<file path="config.mk">
export PLATFORM = sky130hd
export DESIGN_NAME = dmem_arbiter_flat
export DESIGN_NICKNAME = d
export VERILOG_FILES = /design/src/rtl/dmem_pkg.sv /design/src/rtl/dmem_arbiter_if.sv /design/src/rtl/dmem_load_ext.sv /design/src/rtl/dmem_arbiter.sv /design/src/flat_wrapper.sv
export SDC_FILE = /design/constraint.sdc
export NUM_CORES = 1
export LEC_CHECK = 0
export CAP_MARGIN = 40
export CORE_AREA = 2 2 137 139
export CTS_CLUSTER_SIZE = 25
export DETAILED_ROUTE_END_ITERATION = 12
export DIE_AREA = 0 0 139 141
export PLACE_DENSITY = 0.77
export SYNTH_ARGS = -nofsm -noshare
export SYNTH_HDL_FRONTEND = slang
export SYNTH_HIERARCHICAL = 1
export SYNTH_SLANG_ARGS = --single-unit
</file>
<file path="constraint.sdc">
create_clock -name clk -period 8.85 [get_ports clk]
set_clock_uncertainty 0.15 [all_clocks]
set_input_delay 1.77 -clock clk [delete_from_list [all_inputs] [get_ports clk]]
set_output_delay 1.77 -clock clk [all_outputs]
set_load 0.01 [all_outputs]
</file>
<file path="src/rtl/dmem_pkg.sv">
// Shared constants, state encoding and the access legality rule for the
// two-master data-memory arbiter.
package dmem_pkg;

    localparam logic [1:0] SIZE_WORD = 2'b00;
    localparam logic [1:0] SIZE_HALF = 2'b01;
    localparam logic [1:0] SIZE_BYTE = 2'b10;
    localparam logic [1:0] SIZE_BAD  = 2'b11;

    typedef enum logic [1:0] {
        ST_IDLE   = 2'b00,
        ST_ACCESS = 2'b01,
        ST_RESP   = 2'b10
    } state_t;

    // Misaligned, unsupported width, or word index beyond the memory.
    function automatic logic access_illegal(input logic [1:0]  size,
                                            input logic [31:0] addr,
                                            input logic [31:0] depth_words);
        logic bad_s;
        case (size)
            SIZE_WORD: bad_s = (addr[1:0] != 2'b00);
            SIZE_HALF: bad_s = addr[0];
            SIZE_BYTE: bad_s = 1'b0;
            default:   bad_s = 1'b1;
        endcase
        return bad_s | ({2'b00, addr[31:2]} >= depth_words);
    endfunction

endpackage

</file>
<file path="src/rtl/dmem_arbiter_if.sv">
// One master-side request/response channel of the data-memory arbiter.
interface dmem_arbiter_if;

    logic        req;
    logic        we;
    logic [1:0]  size;
    logic        is_unsigned;
    logic [31:0] addr;
    logic [31:0] wdata;
    logic        ack;
    logic [31:0] rdata;
    logic        err;

    modport master (
        output req, we, size, is_unsigned, addr, wdata,
        input  ack, rdata, err
    );

    modport slave (
        input  req, we, size, is_unsigned, addr, wdata,
        output ack, rdata, err
    );

endinterface

</file>
<file path="src/rtl/dmem_load_ext.sv">
// Sign/zero extension of DMEM read data according to access width.
module dmem_load_ext
    import dmem_pkg::*;
(
    input  logic [1:0]  size,
    input  logic        is_unsigned,
    input  logic [31:0] dout32,
    input  logic [15:0] dout16,
    input  logic [7:0]  dout8,
    output logic [31:0] data
);

    // Width-dependent extension; illegal width yields zero
    always_comb begin
        data = 32'h0000_0000;
        case (size)
            SIZE_WORD: data = dout32;
            SIZE_HALF: data = {{16{dout16[15] & ~is_unsigned}}, dout16};
            SIZE_BYTE: data = {{24{dout8[7] & ~is_unsigned}}, dout8};
            default:   data = 32'h0000_0000;
        endcase
    end

endmodule

</file>
<file path="src/rtl/dmem_arbiter.sv">
// Round-robin arbiter and single-access sequencer sharing one DMEM port
// between the load/store unit (m0) and a secondary master (m1).
module dmem_arbiter
    import dmem_pkg::*;
#(
    parameter int unsigned DEPTH_WORDS = 1024,
    parameter logic        RESET_LAST  = 1'b1
) (
    input  logic          clk,
    input  logic          rst,
    dmem_arbiter_if.slave m0,
    dmem_arbiter_if.slave m1,
    output logic          dmem_ena,
    output logic          dmem_wr,
    output logic [1:0]    dmem_w,
    output logic [31:0]   dmem_addr,
    output logic [31:0]   dmem_din32,
    output logic [15:0]   dmem_din16,
    output logic [7:0]    dmem_din8,
    input  logic [31:0]   dmem_dout32,
    input  logic [15:0]   dmem_dout16,
    input  logic [7:0]    dmem_dout8
);

    state_t      state_r;
    logic        last_r, gnt_r, we_r, uns_r, ena_r, wr_r;
    logic [1:0]  size_r;
    logic [31:0] addr_r, wdata_r;
    logic        ack0_r, ack1_r, err0_r, err1_r;
    logic [31:0] rdata0_r, rdata1_r;

    logic        any_req_s, gnt_s, sel_we_s, sel_uns_s, illegal_s;
    logic [1:0]  sel_size_s;
    logic [31:0] sel_addr_s, sel_wdata_s, ext_s;

    // Pick the winner (round-robin on a tie) and mux its request fields
    always_comb begin
        any_req_s = m0.req | m1.req;
        gnt_s     = 1'b0;
        if (m0.req && m1.req) begin
            gnt_s = ~last_r;
        end else if (m1.req) begin
            gnt_s = 1'b1;
        end else begin
            gnt_s = 1'b0;
        end
        if (gnt_s) begin
            sel_we_s    = m1.we;
            sel_size_s  = m1.size;
            sel_uns_s   = m1.is_unsigned;
            sel_addr_s  = m1.addr;
            sel_wdata_s = m1.wdata;
        end else begin
            sel_we_s    = m0.we;
            sel_size_s  = m0.size;
            sel_uns_s   = m0.is_unsigned;
            sel_addr_s  = m0.addr;
            sel_wdata_s = m0.wdata;
        end
        illegal_s = access_illegal(sel_size_s, sel_addr_s, DEPTH_WORDS);
    end

    dmem_load_ext u_load_ext (
        .size        (size_r),
        .is_unsigned (uns_r),
        .dout32      (dmem_dout32),
        .dout16      (dmem_dout16),
        .dout8       (dmem_dout8),
        .data        (ext_s)
    );

    // Sequencer FSM: latch request, one DMEM cycle, one response cycle
    always_ff @(posedge clk or posedge rst) begin
        if (rst) begin
            state_r  <= ST_IDLE;
            last_r   <= RESET_LAST;
            gnt_r    <= 1'b0;
            we_r     <= 1'b0;
            uns_r    <= 1'b0;
            size_r   <= 2'b00;
            addr_r   <= 32'h0000_0000;
            wdata_r  <= 32'h0000_0000;
            ena_r    <= 1'b0;
            wr_r     <= 1'b0;
            ack0_r   <= 1'b0;
            ack1_r   <= 1'b0;
            err0_r   <= 1'b0;
            err1_r   <= 1'b0;
            rdata0_r <= 32'h0000_0000;
            rdata1_r <= 32'h0000_0000;
        end else begin
            case (state_r)
                ST_IDLE: begin
                    if (any_req_s) begin
                        gnt_r   <= gnt_s;
                        last_r  <= gnt_s;
                        we_r    <= sel_we_s;
                        size_r  <= sel_size_s;
                        uns_r   <= sel_uns_s;
                        addr_r  <= sel_addr_s;
                        wdata_r <= sel_wdata_s;
                        if (illegal_s) begin
                            state_r <= ST_RESP;
                            ack0_r  <= ~gnt_s;
                            ack1_r  <= gnt_s;
                            err0_r  <= ~gnt_s;
                            err1_r  <= gnt_s;
                        end else begin
                            state_r <= ST_ACCESS;
                            ena_r   <= 1'b1;
                            wr_r    <= sel_we_s;
                        end
                    end else begin
                        state_r <= ST_IDLE;
                    end
                end
                ST_ACCESS: begin
                    state_r  <= ST_RESP;
                    ena_r    <= 1'b0;
                    wr_r     <= 1'b0;
                    ack0_r   <= ~gnt_r;
                    ack1_r   <= gnt_r;
                    rdata0_r <= (!gnt_r && !we_r) ? ext_s : 32'h0000_0000;
                    rdata1_r <= (gnt_r && !we_r) ? ext_s : 32'h0000_0000;
                end
                ST_RESP: begin
                    state_r  <= ST_IDLE;
                    ack0_r   <= 1'b0;
                    ack1_r   <= 1'b0;
                    err0_r   <= 1'b0;
                    err1_r   <= 1'b0;
                    rdata0_r <= 32'h0000_0000;
                    rdata1_r <= 32'h0000_0000;
                end
                default: begin
                    state_r  <= ST_IDLE;
                    ena_r    <= 1'b0;
                    wr_r     <= 1'b0;
                    ack0_r   <= 1'b0;
                    ack1_r   <= 1'b0;
                    err0_r   <= 1'b0;
                    err1_r   <= 1'b0;
                    rdata0_r <= 32'h0000_0000;
                    rdata1_r <= 32'h0000_0000;
                end
            endcase
        end
    end

    assign dmem_ena   = ena_r;
    assign dmem_wr    = wr_r;
    assign dmem_w     = size_r;
    assign dmem_addr  = addr_r;
    assign dmem_din32 = wdata_r;
    assign dmem_din16 = wdata_r[15:0];
    assign dmem_din8  = wdata_r[7:0];

    assign m0.ack   = ack0_r;
    assign m0.err   = err0_r;
    assign m0.rdata = rdata0_r;
    assign m1.ack   = ack1_r;
    assign m1.err   = err1_r;
    assign m1.rdata = rdata1_r;

endmodule

</file>
<file path="src/flat_wrapper.sv">
// flat-port wrapper written by rule: the top's interface ports become plain ports
module dmem_arbiter_flat import dmem_pkg::*;
#(
    parameter int unsigned DEPTH_WORDS = 1024,
    parameter logic        RESET_LAST  = 1'b1
)
  (clk, rst, dmem_ena, dmem_wr, dmem_w, dmem_addr, dmem_din32, dmem_din16, dmem_din8, dmem_dout32, dmem_dout16, dmem_dout8, m0_req, m0_we, m0_size, m0_is_unsigned, m0_addr, m0_wdata, m0_ack, m0_rdata, m0_err, m1_req, m1_we, m1_size, m1_is_unsigned, m1_addr, m1_wdata, m1_ack, m1_rdata, m1_err);
  dmem_arbiter_if m0_i ();
  dmem_arbiter_if m1_i ();
  input  logic clk;
  input  logic rst;
  output logic dmem_ena;
  output logic dmem_wr;
  output logic [1:0] dmem_w;
  output logic [31:0] dmem_addr;
  output logic [31:0] dmem_din32;
  output logic [15:0] dmem_din16;
  output logic [7:0] dmem_din8;
  input  logic [31:0] dmem_dout32;
  input  logic [15:0] dmem_dout16;
  input  logic [7:0] dmem_dout8;
  input wire logic [$bits(m0_i.req)-1:0] m0_req;
  input wire logic [$bits(m0_i.we)-1:0] m0_we;
  input wire logic [$bits(m0_i.size)-1:0] m0_size;
  input wire logic [$bits(m0_i.is_unsigned)-1:0] m0_is_unsigned;
  input wire logic [$bits(m0_i.addr)-1:0] m0_addr;
  input wire logic [$bits(m0_i.wdata)-1:0] m0_wdata;
  output wire logic [$bits(m0_i.ack)-1:0] m0_ack;
  output wire logic [$bits(m0_i.rdata)-1:0] m0_rdata;
  output wire logic [$bits(m0_i.err)-1:0] m0_err;
  input wire logic [$bits(m1_i.req)-1:0] m1_req;
  input wire logic [$bits(m1_i.we)-1:0] m1_we;
  input wire logic [$bits(m1_i.size)-1:0] m1_size;
  input wire logic [$bits(m1_i.is_unsigned)-1:0] m1_is_unsigned;
  input wire logic [$bits(m1_i.addr)-1:0] m1_addr;
  input wire logic [$bits(m1_i.wdata)-1:0] m1_wdata;
  output wire logic [$bits(m1_i.ack)-1:0] m1_ack;
  output wire logic [$bits(m1_i.rdata)-1:0] m1_rdata;
  output wire logic [$bits(m1_i.err)-1:0] m1_err;
  assign m0_i.req = m0_req;
  assign m0_i.we = m0_we;
  assign m0_i.size = m0_size;
  assign m0_i.is_unsigned = m0_is_unsigned;
  assign m0_i.addr = m0_addr;
  assign m0_i.wdata = m0_wdata;
  assign m0_ack = m0_i.ack;
  assign m0_rdata = m0_i.rdata;
  assign m0_err = m0_i.err;
  assign m1_i.req = m1_req;
  assign m1_i.we = m1_we;
  assign m1_i.size = m1_size;
  assign m1_i.is_unsigned = m1_is_unsigned;
  assign m1_i.addr = m1_addr;
  assign m1_i.wdata = m1_wdata;
  assign m1_ack = m1_i.ack;
  assign m1_rdata = m1_i.rdata;
  assign m1_err = m1_i.err;
  dmem_arbiter #(.DEPTH_WORDS(DEPTH_WORDS), .RESET_LAST(RESET_LAST)) u_core (.clk(clk), .rst(rst), .m0(m0_i), .m1(m1_i), .dmem_ena(dmem_ena), .dmem_wr(dmem_wr), .dmem_w(dmem_w), .dmem_addr(dmem_addr), .dmem_din32(dmem_din32), .dmem_din16(dmem_din16), .dmem_din8(dmem_din8), .dmem_dout32(dmem_dout32), .dmem_dout16(dmem_dout16), .dmem_dout8(dmem_dout8));
endmodule
</file>
==> summary.md <==
| Metric | Value |
|---|---|
| Post-layout net count | `1160` |
| Netlist cell types | `46` |
| Initial antenna violation count | `0` |
| Pwr dens | `191 nW/um2` |
| Comb pwr share | `27.6%` |
| IO Pins | `356` |
| Clock power share | `36.0%` |
| Via count | `6109` |
| CTS Buf Count | `17` |
| Via density | `5.05` |
| Final hold violation count | `0` |
| Final Slew Violations | `0` |
| Largest net degree at the start of global routing | `106` |
| Status | `finished clean` |
| Post-CTS Resized | `0` |
| Tightest Pin Transition | `0.896 ns` |
| Sequential fraction of the synthesis area | `52.3%` |
| Max-cap violations | `0` |
| # clock sinks | `142` |
| Setup TNS | `0 ns` |
| Worst path required time | `8.98 ns` |
| Critical path launch point type | `primary input` |
| Leak | `4.85 nW` |
| Yosys warnings | `6` |
| Fmax | `247 MHz` |
| Core area | `18300 um2` |
| Final critical-path share of the clock period | `45.8%` |
| Clock root buffer | `clkbuf_16` |
| WP data arrival | `4.19 ns` |
| First-pass GRT wire length | `34800 um` |
| Routability cong. | `0.807` |
| Final total power | `2.11 mW` |
| Die Span X | `139 um` |
| # DRC | `0` |
| Commonest non-fill, non-tap cell in the layout | `clkdlybuf4s50_1` |
| Starting DRT DRC Count | `378` |
| Crit Path Category | `in -> reg` |
| Detail Route Antenna Nets | `0` |
| Post-synthesis register bit count | `142` |
| Row cnt | `50` |
| GRT Overall Usage | `22.4%` |
| Final setup vio count | `0` |
| Hold crit path type | `reg -> reg` |
| Post-synth EDFFs | `0` |
| Initial Utilization | `37.2%` |
| Hold slack | `0.326 ns` |
| Top delay family on crit path | `buffers and inverters` |
| Placed Cells | `1179` |
| Filler cells | `1573` |
| Die Footprint | `19600 um2` |
| Flop pwr share | `36.4%` |
| Area grow syn2layout | `62.4%` |
| Worst path slowest cell | `buf_4` |
| Cell Area, Placed | `10400 um2` |
| CP max FO | `49` |
| Share of layout cells above drive strength 1 | `5.64%` |
| Cell Area, Synth | `6800 um2` |
| Worst-path clk slew | `0.06 ns` |
| Antenna cells | `0` |
| CP Capture Type | `register` |
| Share of flip-flops with an asynchronous set or reset | `100%` |
| Max incr delay on CP | `0.71 ns` |
| Worst VDD drop | `0.141 mV` |
| Power Internal | `1.52 mW` |
| Post-route insts no fill | `1209` |
| Detailed-router iteration count before antenna repair | `6` |
| Clk Latency, worst-skew pair | `0.41 ns` |
| Total Wirelength | `22000 um` |
| RSZ-0062 raised after global routing | `no` |
| Die Ht | `141 um` |
| Final instance area | `11000 um2` |
| Most frequent cells in the layout | `clkdlybuf4s50_1, dfrtp_1, nand2_1` |
| Grt ovf | `0` |
| Predominant post-synthesis flop cell | `dfrtp_1` |
| WL per Instance | `18.2 um` |
| CTS tree | `done` |
| Crit path cell chain | `clkdlybuf4s50_1, a21bo_4, buf_4, mux2i_1, nand4_1, nor3b_1` |
| CTS Hold Bufs | `0` |
| Vias in the first global route | `6179` |
| Synth Area per Inst | `10.4 um2` |
| Longest Clk Path Bufs | `2` |
| Net switching fraction of the power | `27.9%` |
| Hpwl dp | `16200 um` |
| Post-CTS Setup Bufs | `0` |
| Net Count, Synth | `849` |
| Switching Power | `0.588 mW` |
| Input/output buffers | `355` |
| Mapped Cells | `653` |
| Final min period | `4.06 ns` |
| Max_slew headroom | `40.3%` |
| CTS HTree Levels | `4` |
| WP buf/inv | `2` |
-- cell type report --
type	count	area, um2	share of cell area (%)
Sequential cell	142	3550	32.2
Timing Repair Buffer	367	3700	33.5
Clock inverter	10	163	1.47
Multi-Input combinational cell	426	2840	25.7
Tap cell	234	293	2.65
Inverter	10	42.5	0.385
Clock buffer	20	457	4.14
-- final timing paths --
| path | to | slack, ns | cells after the start | start |
|---|---|---|---|---|
| max | u_core/dmem_wr | 4.79 | 6 | m0_req |
| min | u_core/dmem_din32[26] | 0.33 | 2 | u_core/dmem_din32[26] |
| max in group asynchronous | u_core/dmem_din32[4] | 5.68 | 4 | rst |
| min reg2reg | u_core/dmem_din32[26] | 0.33 | 2 | u_core/dmem_din32[26] |
| max reg2reg | u_core/dmem_wr | 6.25 | 5 | u_core/last_r |
| min in group asynchronous | u_core/m0.rdata[1] | 1.51 | 2 | rst |
-- sequential cells by signal, summed over array words and instances (netlist names) --
register and count:
u_core/dmem_addr 32, u_core/dmem_din32 32, u_core/dmem_ena 1, u_core/dmem_w 2, u_core/dmem_wr 1, u_core/gnt_r 1, u_core/last_r 1, u_core/m0.ack 1
u_core/m0.err 1, u_core/m0.rdata 32, u_core/m1.ack 1, u_core/m1.err 1, u_core/m1.rdata 32, u_core/state_r 2, u_core/uns_r 1, u_core/we_r 1
-- per-layer routing --
metal | track usage [%] | up-vias | routed length, um
met5 | 0 | - | 0
met4 | 5.00 | 0 | 265
met3 | 6.39 | 19 | 1610
met2 | 38.1 | 241 | 10900
met1 | 28.7 | 2907 | 9230
li1 | - | 2942 | -
-- power by group through the flow --
stage | Combinational [mW] | Sequential [mW] | Clock (mW)
floorplan | 0.249 | 0.803 | 0
global placement | 0.563 | 0.783 | 0
detailed placement | 0.588 | 0.779 | 0
CTS | 0.589 | 0.769 | 0.774
global route | 0.633 | 0.777 | 0.805
finish | 0.583 | 0.767 | 0.759
-- worst min-delay path, delay by kind of cell, from the launching register on --
kind             cells  cell delay, ns
AND/OR/NAND/NOR      1            0.04
flip-flops           1            0.34
AO/OA/AOI/OAI        1            0.06
-- kinds of logic after synthesis --
family | synth area share [%]
AO/OA/AOI/OAI | 18.5
buffers and inverters | 6.53
flip-flops | 52.3
multiplexers | 11.6
AND/OR/NAND/NOR | 11.1
-- synth_stat cells (6+ instances only) --
library cell,instances,share of area [%]
o21ai_0,78,5.7
nor2_1,43,2.4
dfrtp_1,141,52
mux2i_1,76,11
a211o_1,17,2.2
buf_4,25,2.8
inv_1,10,0.55
nor4_1,7,0.64
nand2_1,80,4.4
clkbuf_1,37,2.0
buf_2,7,0.52
o311ai_0,7,0.90
nor2b_1,6,0.55
a22oi_1,32,3.5
nand3b_1,7,0.77
a22o_1,31,4.0
-- through the flow --
stage | util (%) | setup slack [ns]
floorplan | - | 3.12
global placement | 56.6 | 4.36
detailed placement | 57.1 | 4.32
CTS | 60.5 | 4.77
global route | 60.5 | 4.59
finish | 60.5 | 4.79
Power figures use the tool's default switching activity.
